### src/rtl/start_text_overlay_pkg.sv
// Shared types and constants for the start-screen text overlay.
// Holds the VGA bus payload layout, blink FSM states, the prompt string
// lookup and the 8x16 glyph bitmaps used by the font ROM.
package start_text_overlay_pkg;

    localparam int unsigned HCOUNT_W     = 11;
    localparam int unsigned VCOUNT_W     = 11;
    localparam int unsigned RGB_W        = 12;
    localparam int unsigned VGA_BUS_SIZE = HCOUNT_W + VCOUNT_W + RGB_W + 4;

    localparam int unsigned CHAR_W       = 8;
    localparam int unsigned CHAR_H       = 16;
    localparam int unsigned TEXT_CHARS   = 16;
    localparam int unsigned BOX_W        = CHAR_W * TEXT_CHARS;
    localparam int unsigned BOX_H        = CHAR_H;

    localparam int unsigned ASCII_W      = 7;
    localparam int unsigned COL_W        = 3;
    localparam int unsigned ROW_W        = 4;
    localparam int unsigned DX_W         = 7;
    localparam int unsigned CHAR_IDX_W   = 4;
    localparam int unsigned ROM_ADDR_W   = ASCII_W + ROW_W;
    localparam int unsigned FONT_ROW_W   = CHAR_W;
    localparam int unsigned GLYPH_BITS   = CHAR_W * CHAR_H;

    // Bus layout, MSB first: hcount, hsync, hblnk, vcount, vsync, vblnk, rgb.
    typedef struct packed {
        logic [HCOUNT_W-1:0] hcount;
        logic                hsync;
        logic                hblnk;
        logic [VCOUNT_W-1:0] vcount;
        logic                vsync;
        logic                vblnk;
        logic [RGB_W-1:0]    rgb;
    } vga_t;

    typedef enum logic {
        SHOW = 1'b0,
        HIDE = 1'b1
    } blink_state_e;

    // Glyphs: row 0 in the top byte, bit 7 of each row is the leftmost pixel.
    localparam logic [GLYPH_BITS-1:0] GLYPH_P = 128'h0000_FCC6_C6C6_FCC0_C0C0_C0C0_0000_0000;
    localparam logic [GLYPH_BITS-1:0] GLYPH_R = 128'h0000_FCC6_C6C6_FCD8_CCC6_C6C6_0000_0000;
    localparam logic [GLYPH_BITS-1:0] GLYPH_E = 128'h0000_FEC0_C0C0_FCC0_C0C0_C0FE_0000_0000;
    localparam logic [GLYPH_BITS-1:0] GLYPH_S = 128'h0000_7CC6_C0C0_7C06_0606_C67C_0000_0000;
    localparam logic [GLYPH_BITS-1:0] GLYPH_A = 128'h0000_386C_C6C6_FEC6_C6C6_C6C6_0000_0000;
    localparam logic [GLYPH_BITS-1:0] GLYPH_C = 128'h0000_7CC6_C0C0_C0C0_C0C0_C67C_0000_0000;

    // "  PRESS  SPACE  " indexed by character position in the box.
    function automatic logic [ASCII_W-1:0] prompt_char(input logic [CHAR_IDX_W-1:0] idx);
        logic [ASCII_W-1:0] c;
        c = 7'h20;
        case (idx)
            4'd2:    c = 7'h50;
            4'd3:    c = 7'h52;
            4'd4:    c = 7'h45;
            4'd5:    c = 7'h53;
            4'd6:    c = 7'h53;
            4'd9:    c = 7'h53;
            4'd10:   c = 7'h50;
            4'd11:   c = 7'h41;
            4'd12:   c = 7'h43;
            4'd13:   c = 7'h45;
            default: c = 7'h20;
        endcase
        return c;
    endfunction

endpackage

### src/rtl/start_text_overlay_font_rom.sv
// Synchronous 8x16 font ROM covering the characters of the start prompt.
// Ports: clk - pixel clock; addr - {ascii[6:0], row[3:0]};
//        data - glyph row, bit 7 leftmost, valid one clock after addr.
// Characters outside the prompt read as blank.
module start_text_overlay_font_rom
    import start_text_overlay_pkg::*;
(
    input  logic                  clk,
    input  logic [ROM_ADDR_W-1:0] addr,
    output logic [FONT_ROW_W-1:0] data
);

    logic [GLYPH_BITS-1:0] glyph;

    // Glyph select by ASCII code.
    always_comb begin
        glyph = '0;
        case (addr[ROM_ADDR_W-1:ROW_W])
            7'h50:   glyph = GLYPH_P;
            7'h52:   glyph = GLYPH_R;
            7'h45:   glyph = GLYPH_E;
            7'h53:   glyph = GLYPH_S;
            7'h41:   glyph = GLYPH_A;
            7'h43:   glyph = GLYPH_C;
            default: glyph = '0;
        endcase
    end

    // Row r sits at bit offset (15-r)*8; 15-r is the bitwise inverse of r.
    always_ff @(posedge clk) begin
        data <= glyph[{~addr[ROW_W-1:0], 3'b000} +: FONT_ROW_W];
    end

endmodule

### src/rtl/start_text_overlay.sv
// Start-screen text overlay: draws a blinking "PRESS  SPACE" prompt over
// the VGA pixel stream with a fixed 3-clock latency on every bus field.
// Ports: clk - pixel clock; rst - async reset, active low;
//        module_en - overlay enable (start screen shown);
//        vga_bus_in - incoming VGA bus; vga_bus_out - bus delayed 3 clocks,
//        rgb replaced by TEXT_COLOR on set glyph pixels of the text box.
module start_text_overlay
    import start_text_overlay_pkg::*;
#(
    parameter int unsigned      TEXT_X       = 256,
    parameter int unsigned      TEXT_Y       = 300,
    parameter logic [RGB_W-1:0] TEXT_COLOR   = 12'hFFF,
    parameter int unsigned      BLINK_FRAMES = 30
) (
    input  logic                    clk,
    input  logic                    rst,
    input  logic                    module_en,
    input  logic [VGA_BUS_SIZE-1:0] vga_bus_in,
    output logic [VGA_BUS_SIZE-1:0] vga_bus_out
);

    localparam int unsigned CNT_W = $clog2(BLINK_FRAMES) + 1;

    vga_t bus_in;
    assign bus_in = vga_t'(vga_bus_in);

    // ---------------- blink FSM ----------------
    blink_state_e     state_q, state_d;
    logic [CNT_W-1:0] frame_cnt_q, frame_cnt_d;
    logic             vsync_prev_q;
    logic             vsync_rise;
    logic             visible;

    assign vsync_rise = bus_in.vsync & ~vsync_prev_q;
    assign visible    = (state_q == SHOW);

    // State register.
    always_ff @(posedge clk or negedge rst) begin
        if (!rst) begin
            state_q      <= SHOW;
            frame_cnt_q  <= '0;
            vsync_prev_q <= 1'b0;
        end else begin
            state_q      <= state_d;
            frame_cnt_q  <= frame_cnt_d;
            vsync_prev_q <= bus_in.vsync;
        end
    end

    // Next state: disable forces SHOW so the text appears as soon as enabled.
    always_comb begin
        state_d     = state_q;
        frame_cnt_d = frame_cnt_q;
        if (!module_en) begin
            state_d     = SHOW;
            frame_cnt_d = '0;
        end else if (vsync_rise) begin
            if (frame_cnt_q == CNT_W'(BLINK_FRAMES - 1)) begin
                frame_cnt_d = '0;
                state_d     = (state_q == SHOW) ? HIDE : SHOW;
            end else begin
                frame_cnt_d = frame_cnt_q + CNT_W'(1);
            end
        end
    end

    // ---------------- stage 1: box decode ----------------
    logic [DX_W-1:0]    dx;
    logic [ROW_W-1:0]   dy;
    logic               in_box;
    logic [ASCII_W-1:0] ascii;

    // Offsets truncate; explicit lower-bound compares keep wrapped values out.
    assign dx     = DX_W'(bus_in.hcount - HCOUNT_W'(TEXT_X));
    assign dy     = ROW_W'(bus_in.vcount - VCOUNT_W'(TEXT_Y));
    assign in_box = ({1'b0, bus_in.hcount} >= 12'(TEXT_X))
                 && ({1'b0, bus_in.hcount} <  12'(TEXT_X + BOX_W))
                 && ({1'b0, bus_in.vcount} >= 12'(TEXT_Y))
                 && ({1'b0, bus_in.vcount} <  12'(TEXT_Y + BOX_H));
    assign ascii  = prompt_char(dx[DX_W-1:COL_W]);

    vga_t               s1_bus;
    logic               s1_in_box;
    logic [COL_W-1:0]   s1_col;
    logic [ROW_W-1:0]   s1_row;
    logic [ASCII_W-1:0] s1_ascii;
    logic               s1_en;

    always_ff @(posedge clk or negedge rst) begin
        if (!rst) begin
            s1_bus    <= '0;
            s1_in_box <= 1'b0;
            s1_col    <= '0;
            s1_row    <= '0;
            s1_ascii  <= '0;
            s1_en     <= 1'b0;
        end else begin
            s1_bus    <= bus_in;
            s1_in_box <= in_box;
            s1_col    <= dx[COL_W-1:0];
            s1_row    <= dy;
            s1_ascii  <= ascii;
            s1_en     <= module_en & visible;
        end
    end

    // ---------------- stage 2: font lookup ----------------
    logic [FONT_ROW_W-1:0] font_row;

    start_text_overlay_font_rom u_font_rom (
        .clk  (clk),
        .addr ({s1_ascii, s1_row}),
        .data (font_row)
    );

    vga_t             s2_bus;
    logic             s2_in_box;
    logic [COL_W-1:0] s2_col;
    logic             s2_en;

    always_ff @(posedge clk or negedge rst) begin
        if (!rst) begin
            s2_bus    <= '0;
            s2_in_box <= 1'b0;
            s2_col    <= '0;
            s2_en     <= 1'b0;
        end else begin
            s2_bus    <= s1_bus;
            s2_in_box <= s1_in_box;
            s2_col    <= s1_col;
            s2_en     <= s1_en;
        end
    end

    // ---------------- stage 3: pixel select ----------------
    logic glyph_bit;
    logic draw;
    vga_t s3_bus;
    vga_t out_q;

    // Column c maps to font_row[7-c], which is the inverse of c in 3 bits.
    assign glyph_bit = font_row[~s2_col];
    assign draw      = s2_en & s2_in_box & glyph_bit & ~s2_bus.hblnk & ~s2_bus.vblnk;

    always_comb begin
        s3_bus = s2_bus;
        if (draw) begin
            s3_bus.rgb = TEXT_COLOR;
        end
    end

    always_ff @(posedge clk or negedge rst) begin
        if (!rst) begin
            out_q <= '0;
        end else begin
            out_q <= s3_bus;
        end
    end

    assign vga_bus_out = out_q;

endmodule

### config.mk
export PLATFORM = sky130hd
export DESIGN_NAME = start_text_overlay
export DESIGN_NICKNAME = d
export VERILOG_FILES = /design/src/rtl/start_text_overlay_pkg.sv /design/src/rtl/start_text_overlay_font_rom.sv /design/src/rtl/start_text_overlay.sv
export SDC_FILE = /design/constraint.sdc
export NUM_CORES = 1
export LEC_CHECK = 0
export BUFFER_PORTS_ARGS = -buffer_cell sky130_fd_sc_hd__buf_4
export CAP_MARGIN = 20
export CELL_PAD_IN_SITES_DETAIL_PLACEMENT = 0
export CELL_PAD_IN_SITES_GLOBAL_PLACEMENT = 2
export CORE_MARGIN = 2
export CORE_UTILIZATION = 34
export DETAILED_ROUTE_END_ITERATION = 8
export HOLD_SLACK_MARGIN = 0.15
export PLACE_DENSITY_LB_ADDON = 0.1
export REMOVE_ABC_BUFFERS = 1
export SLEW_MARGIN = 0
export SYNTH_ARGS = -nofsm -noshare
export SYNTH_HDL_FRONTEND = slang
export SYNTH_HIERARCHICAL = 1
export SYNTH_SLANG_ARGS = --single-unit
### constraint.sdc
create_clock -name clk -period 1.4 [get_ports clk]
set_input_delay 0 -clock clk [delete_from_list [all_inputs] [get_ports clk]]
set_output_delay 0 -clock clk [all_outputs]
set_load 0.05 [all_outputs]
# Word-level counts from Yosys, hierarchy flattened
# Memories as Yosys holds them, arrays and structs flattened. A register that Yosys moved wholly into a read port is not among the register bits.
# Cells that the tools add are included.
[totals]
in_bits = 41
out_inout_bits = 38
memories = 1
romBits = 96
register_bits = 150
wordCells = 79
[mem_list]
columns = ["name", "words", "width", "read_ports", "rd_ports_with_merged_regs", "wr", "line_no", "source"]
rows = [
  ["(name not given)", 16, 6, 1, 1, 0, "start_text_overlay_pkg.sv:54", "case (idx)"],
]
[classes]
addsub = 3
magnitude_cmp = 5
n_eq_ne = 9
reduce_logical = 5
bitwise_logic = 12
muxes = 11
shifts = 1
[op_table]
columns = ["cell", "n"]
rows = [
  ["$pmux W112 S6", 1],
  ["$shiftx A128 B8 Y8", 1],
  ["$eq A7 B7 Y1 const B", 6],
  ["$ge A11 B9 Y1 const B", 2],
  ["$lt A11 B9 Y1 const B", 2],
  ["$mux W6", 3],
  ["$mux W12", 1],
  ["$sub A7 B1 Y7 const B", 1],
  ["$add A6 B1 Y6 const B", 1],
  ["$and A1 B1 Y1", 6],
  ["$eq A6 B5 Y1 const B", 1],
  ["$mux W1", 5],
  ["$lt A3 B4 Y1 const B", 1],
  ["$ne A2 B1 Y1 const B", 2],
  ["$not A1 Y1", 4],
  ["$not A4 Y4", 1],
  ["$sub A4 B4 Y4 const B", 1],
  ["$bmux W1 S3", 1],
  ["$logic_and A1 B1 Y1", 3],
  ["$not A3 Y3", 1],
  ["$reduce_and A2 Y1", 1],
  ["$logic_not A1 Y1", 1],
]

# Depth between registers and ports, before layout
[depth]
depth_word = 7
ltp_mapped = 7
ltp_nobuf = 5

# Modules after synthesis
# The synthesis kept the hierarchy.
[modules_own_cells]
columns = ["module", "n_inst", "seq_area_each_um2", "area_per_inst_um2", "cells_per_inst"]
rows = [
  ["start_text_overlay", 1, 3328.2, 4073.9, 244],
  ["start_text_overlay_font_rom", 1, 140.1, 820.8, 112],
]

# Least setup slack after synthesis
# OpenSTA, ideal clock, no wires.
[synth_path]
path_kind = "reg-to-reg"
from = "register s1_ascii[5]"
to = "register u_font_rom.data[6]"
path_buffers = 0
setup_time_ns = 0.074
stages_incl_launch_ff = 5
required_time_ns = 1.326
t_arrival_ns = 1.438
path_slack_ns = -0.111
synth_period_minus_slack_ns = 1.511
path_cell_list = "dfrtp_1 > or3b_4 > or3_4 > a221o_1 > o211ai_2"
[synth_via]
elab_chain_len = 3
elab_cells_between_ends = 8
classes_between = "eq/ne: 6; shift: 1; mux: 1"
[synth_lines]
columns = ["item", "line_no", "source"]
rows = [
  ["start, declared", "start_text_overlay.sv:86", "logic [ASCII_W-1:0] s1_ascii;"],
  ["$eq A7 B7 Y1", "start_text_overlay_font_rom.sv:18", "case (addr[ROM_ADDR_W-1:ROW_W])"],
  ["$pmux W112 S6 (*)", "start_text_overlay_font_rom.sv:18", ""],
  ["$shiftx A128 B8 Y8 (*)", "start_text_overlay_font_rom.sv:31", "data <= glyph[{~addr[ROW_W-1:0], 3'b000} +: FONT_ROW_W];"],
  ["end signal, assigned", "start_text_overlay_font_rom.sv:31", ""],
  ["end, declared", "start_text_overlay_font_rom.sv:10", "output logic [FONT_ROW_W-1:0] data"],
]
# Every way passes the cells marked *; elsewhere a longest branch is shown, timed or not.
# A chain may end at the register's enable or synchronous reset.

# Worst setup path after layout
[layout_path]
from = "register s1_ascii[4]"
to = "register u_font_rom.data[1]"
# Same word-level chain as after synthesis.

==> results.json <==
{
  "numCtsBuffers": 17,
  "first_iter_violations": 126,
  "ant_nets": 0,
  "slew_viol_final": 0,
  "grt_max_degree": 52,
  "arrival_ns": 1.84,
  "syn_to_final_growth_pct": 45.4,
  "wire_per_inst_um": 13.9,
  "gp_congestion": 0.803,
  "rsz0062_at_grt": "yes",
  "hp-class": "in -> reg",
  "drive_gt1_frac": 0.357,
  "fmax_mhz": 643,
  "rows": 43,
  "pwr-share-comb": 0.121,
  "fp.dieW_um": 124,
  "hold_viol_final": 0,
  "ys_ff_latch": 140,
  "clkSinkCount": 140,
  "final_common_cell": "dfrtp_1",
  "finalCritPeriodShare": 1.11,
  "wl_mm": 10.1,
  "switching_share": 0.248,
  "cts_buffer_depth": 2,
  "power.leakage_nw": 3.23,
  "dpl-instance-area_um2": 5980,
  "worstPathRequired_ns": 1.69,
  "finalInstanceArea_um2": 7120,
  "syn_inst": 356,
  "drtPass1Iterations": 4,
  "initial_core_util": 0.350,
  "p_clk_frac": 0.429,
  "n_antenna_cell": 0,
  "clkTransAtPathRegs_ns": 0.06,
  "endpoint_kind": "flop",
  "finalNetCount": 581,
  "cts_max_level": 4,
  "worst_pin_slew_ns": 0.825,
  "drc": 0,
  "multi_input_area_um2": 1310,
  "hpwl_mm": 6.68,
  "die_h_um": 124,
  "max-cap-violations": 0,
  "power_frac_seq": 0.451,
  "slew_headroom": 0.448,
  "crit_type": "reg -> reg",
  "finalClockSkew_ns": 0.00809,
  "antenna_found_initial": 0,
  "clk_latency_ns": 0.41,
  "coreArea_um2": 14000,
  "grt_use_total": 0.144,
  "port_buffers": 78,
  "status": "finished with violations",
  "grt_pass1_vias": 3367,
  "synth-edff-count": 0,
  "die_area_um2": 15400,
  "dominantRegCellSynth": "dfrtp_1",
  "grt_overflow_total": 0,
  "fin_cells": 726,
  "yosysSeqAreaShare": 0.709,
  "violations": "negative setup slack",
  "setup_viol": 7,
  "p_total_mw": 9.63,
  "syn_area_um2": 4890,
  "fin_crit_ns": 1.56,
  "avgSynthCellArea_um2": 13.7,
  "cp_max_fo": 8,
  "dp_slack_ns": -0.298,
  "ys_async_sr_fraction": 0.950,
  "ios": 79,
  "numPlacedInstances": 646,
  "root_buffer": "clkbuf_16",
  "power_density_nw_per_um2": 1350,
  "final_cell_mix": "dfrtp_1 (128), buf_4 (117), dlygate4sd3_1 (44)",
  "drt-vias-per-instance": 4.58,
  "vdd_drop_max_mv": 0.747,
  "grt_first_pass_wirelength_mm": 16.4,
  "cp-start-kind": "flop",
  "n_fill_cell": 1262,
  "power.internal_mw": 7.24,
  "seqCellArea_um2": 3470,
  "ys_warn_count": 12,
  "cts_tree": "yes",
  "vias": 3328,
  "fin_ws_ns": -0.155,
  "p_sw_mw": 2.39,
  "yosysUniqueCellTypes": 65,
  "whs_ns": 0.235
}
==> cell families (layout without fill, tap and decap cells) <==
group,Yosys count,count (layout),synth area share
xor+xnor,1,1,0.00179
buf+inv,38,227,0.0414
mux,9,9,0.0243
other cells,2,3,0.00153
flops,140,140,0.709
compound gates,78,78,0.107
fa+ha+maj,7,7,0.0179
simple gates,81,81,0.0977
==> layer usage <==
| layer | routed length, um | GRT usage |
|---|---|---|
| met2 | 4910 | 0.229 |
| met1 | 4550 | 0.178 |
| met4 | 206 | 0.0674 |
| met3 | 417 | 0.0481 |
| met5 | 0 | 0 |
==> registers in the layout (all words and copies together) (netlist names), 2 cells and up <==
register	flops
s2_col	2
s1_col	2
frame_cnt_q	6
s1_row	4
vga_bus_out	38
s1_ascii	6
s2_bus	36
u_font_rom/data	7
s1_bus	34
==> per-stage QoR <==
step                TNS (ns)  utilization
floorplan              -2.31            -
global placement       -1.48        0.428
detailed placement     -1.66        0.428
CTS                   -0.877        0.503
global route           -3.95        0.509
finish                -0.807        0.509
==> synth_stat cells (2+ instances only) <==
cell	number	area, um2
dfrtp_1	133	3330
inv_1	21	78.8
nand2_1	20	75.1
a21oi_1	19	95.1
o21ai_0	16	80.1
nor2_1	15	56.3
o31ai_1	14	105
dfxtp_1	7	140
ha_1	7	87.6
buf_6	6	67.6
nand2b_1	6	37.5
nand3_1	6	30.0
nor2b_1	5	31.3
clkbuf_1	4	15.0
mux2i_1	4	40.0
nor4b_1	4	35.0
o211ai_1	4	30.0
or3_1	4	25.0
a311oi_1	3	26.3
buf_2	3	15.0
a22oi_1	2	15.0
a31oi_1	2	12.5
buf_4	2	15.0
conb_1	2	7.51
mux2_2	2	22.5
mux4_2	2	45.0
nand4b_1	2	17.5
nor3_1	2	10.0
o22ai_1	2	12.5
or4_1	2	15.0
==> worst max-delay path: stages (launching register included) <==
cell and delay, ns:
dfrtp_2 0.47, buf_6 0.14, buf_4 0.14, nand2b_4 0.07, a21boi_1 0.25, o32a_1 0.17, o32a_2 0.14, o31ai_2 0.06
==> final cells by class <==
cell class,count,area share
Clock buffer,20,0.0613
Clock inverter,12,0.0162
Inverter,22,0.0116
Multi-Input combinational cell,179,0.183
Sequential cell,140,0.488
Tap cell,180,0.0316
Timing Repair Buffer,173,0.208
==> path summary, 6_finish.rpt <==
kind	start	depth (start not counted)	endpoint	slack, ns
worst max-delay path	s1_ascii[4]	7	u_font_rom/data[1]	-0.16
worst min-delay path	vga_bus_in[7]	2	s1_bus[7]	0.24
worst max register to register	s1_ascii[4]	7	u_font_rom/data[1]	-0.16
worst min register to register	s2_bus[26]	0	vga_bus_out[26]	0.34
max in group asynchronous	rst	3	vga_bus_out[0]	0.09
min in group asynchronous	rst	4	s1_bus[1]	0.78
==> what timing repair did <==
action | in CTS | in global routing
pin swaps | 5 | 7
resized for setup | 20 | 20
endpoints found under the setup margin | 7 | 40
setup buffers | 2 | 2
endpoints found under the hold margin | 188 | 19
hold buffers | 44 | 1
==> power groups by stage <==
stage          logic (mW)  clock network (mW)  registers (mW)
2_1_floorplan       0.249                   0            4.61
3_3_place_gp         1.01                   0            4.40
3_5_place_dp         1.00                   0            4.41
4_1_cts              1.14                4.27            4.34
5_1_grt              1.26                4.46            4.36
6_report             1.16                4.13            4.34
No activity file was read; power rests on OpenSTA's default activity.
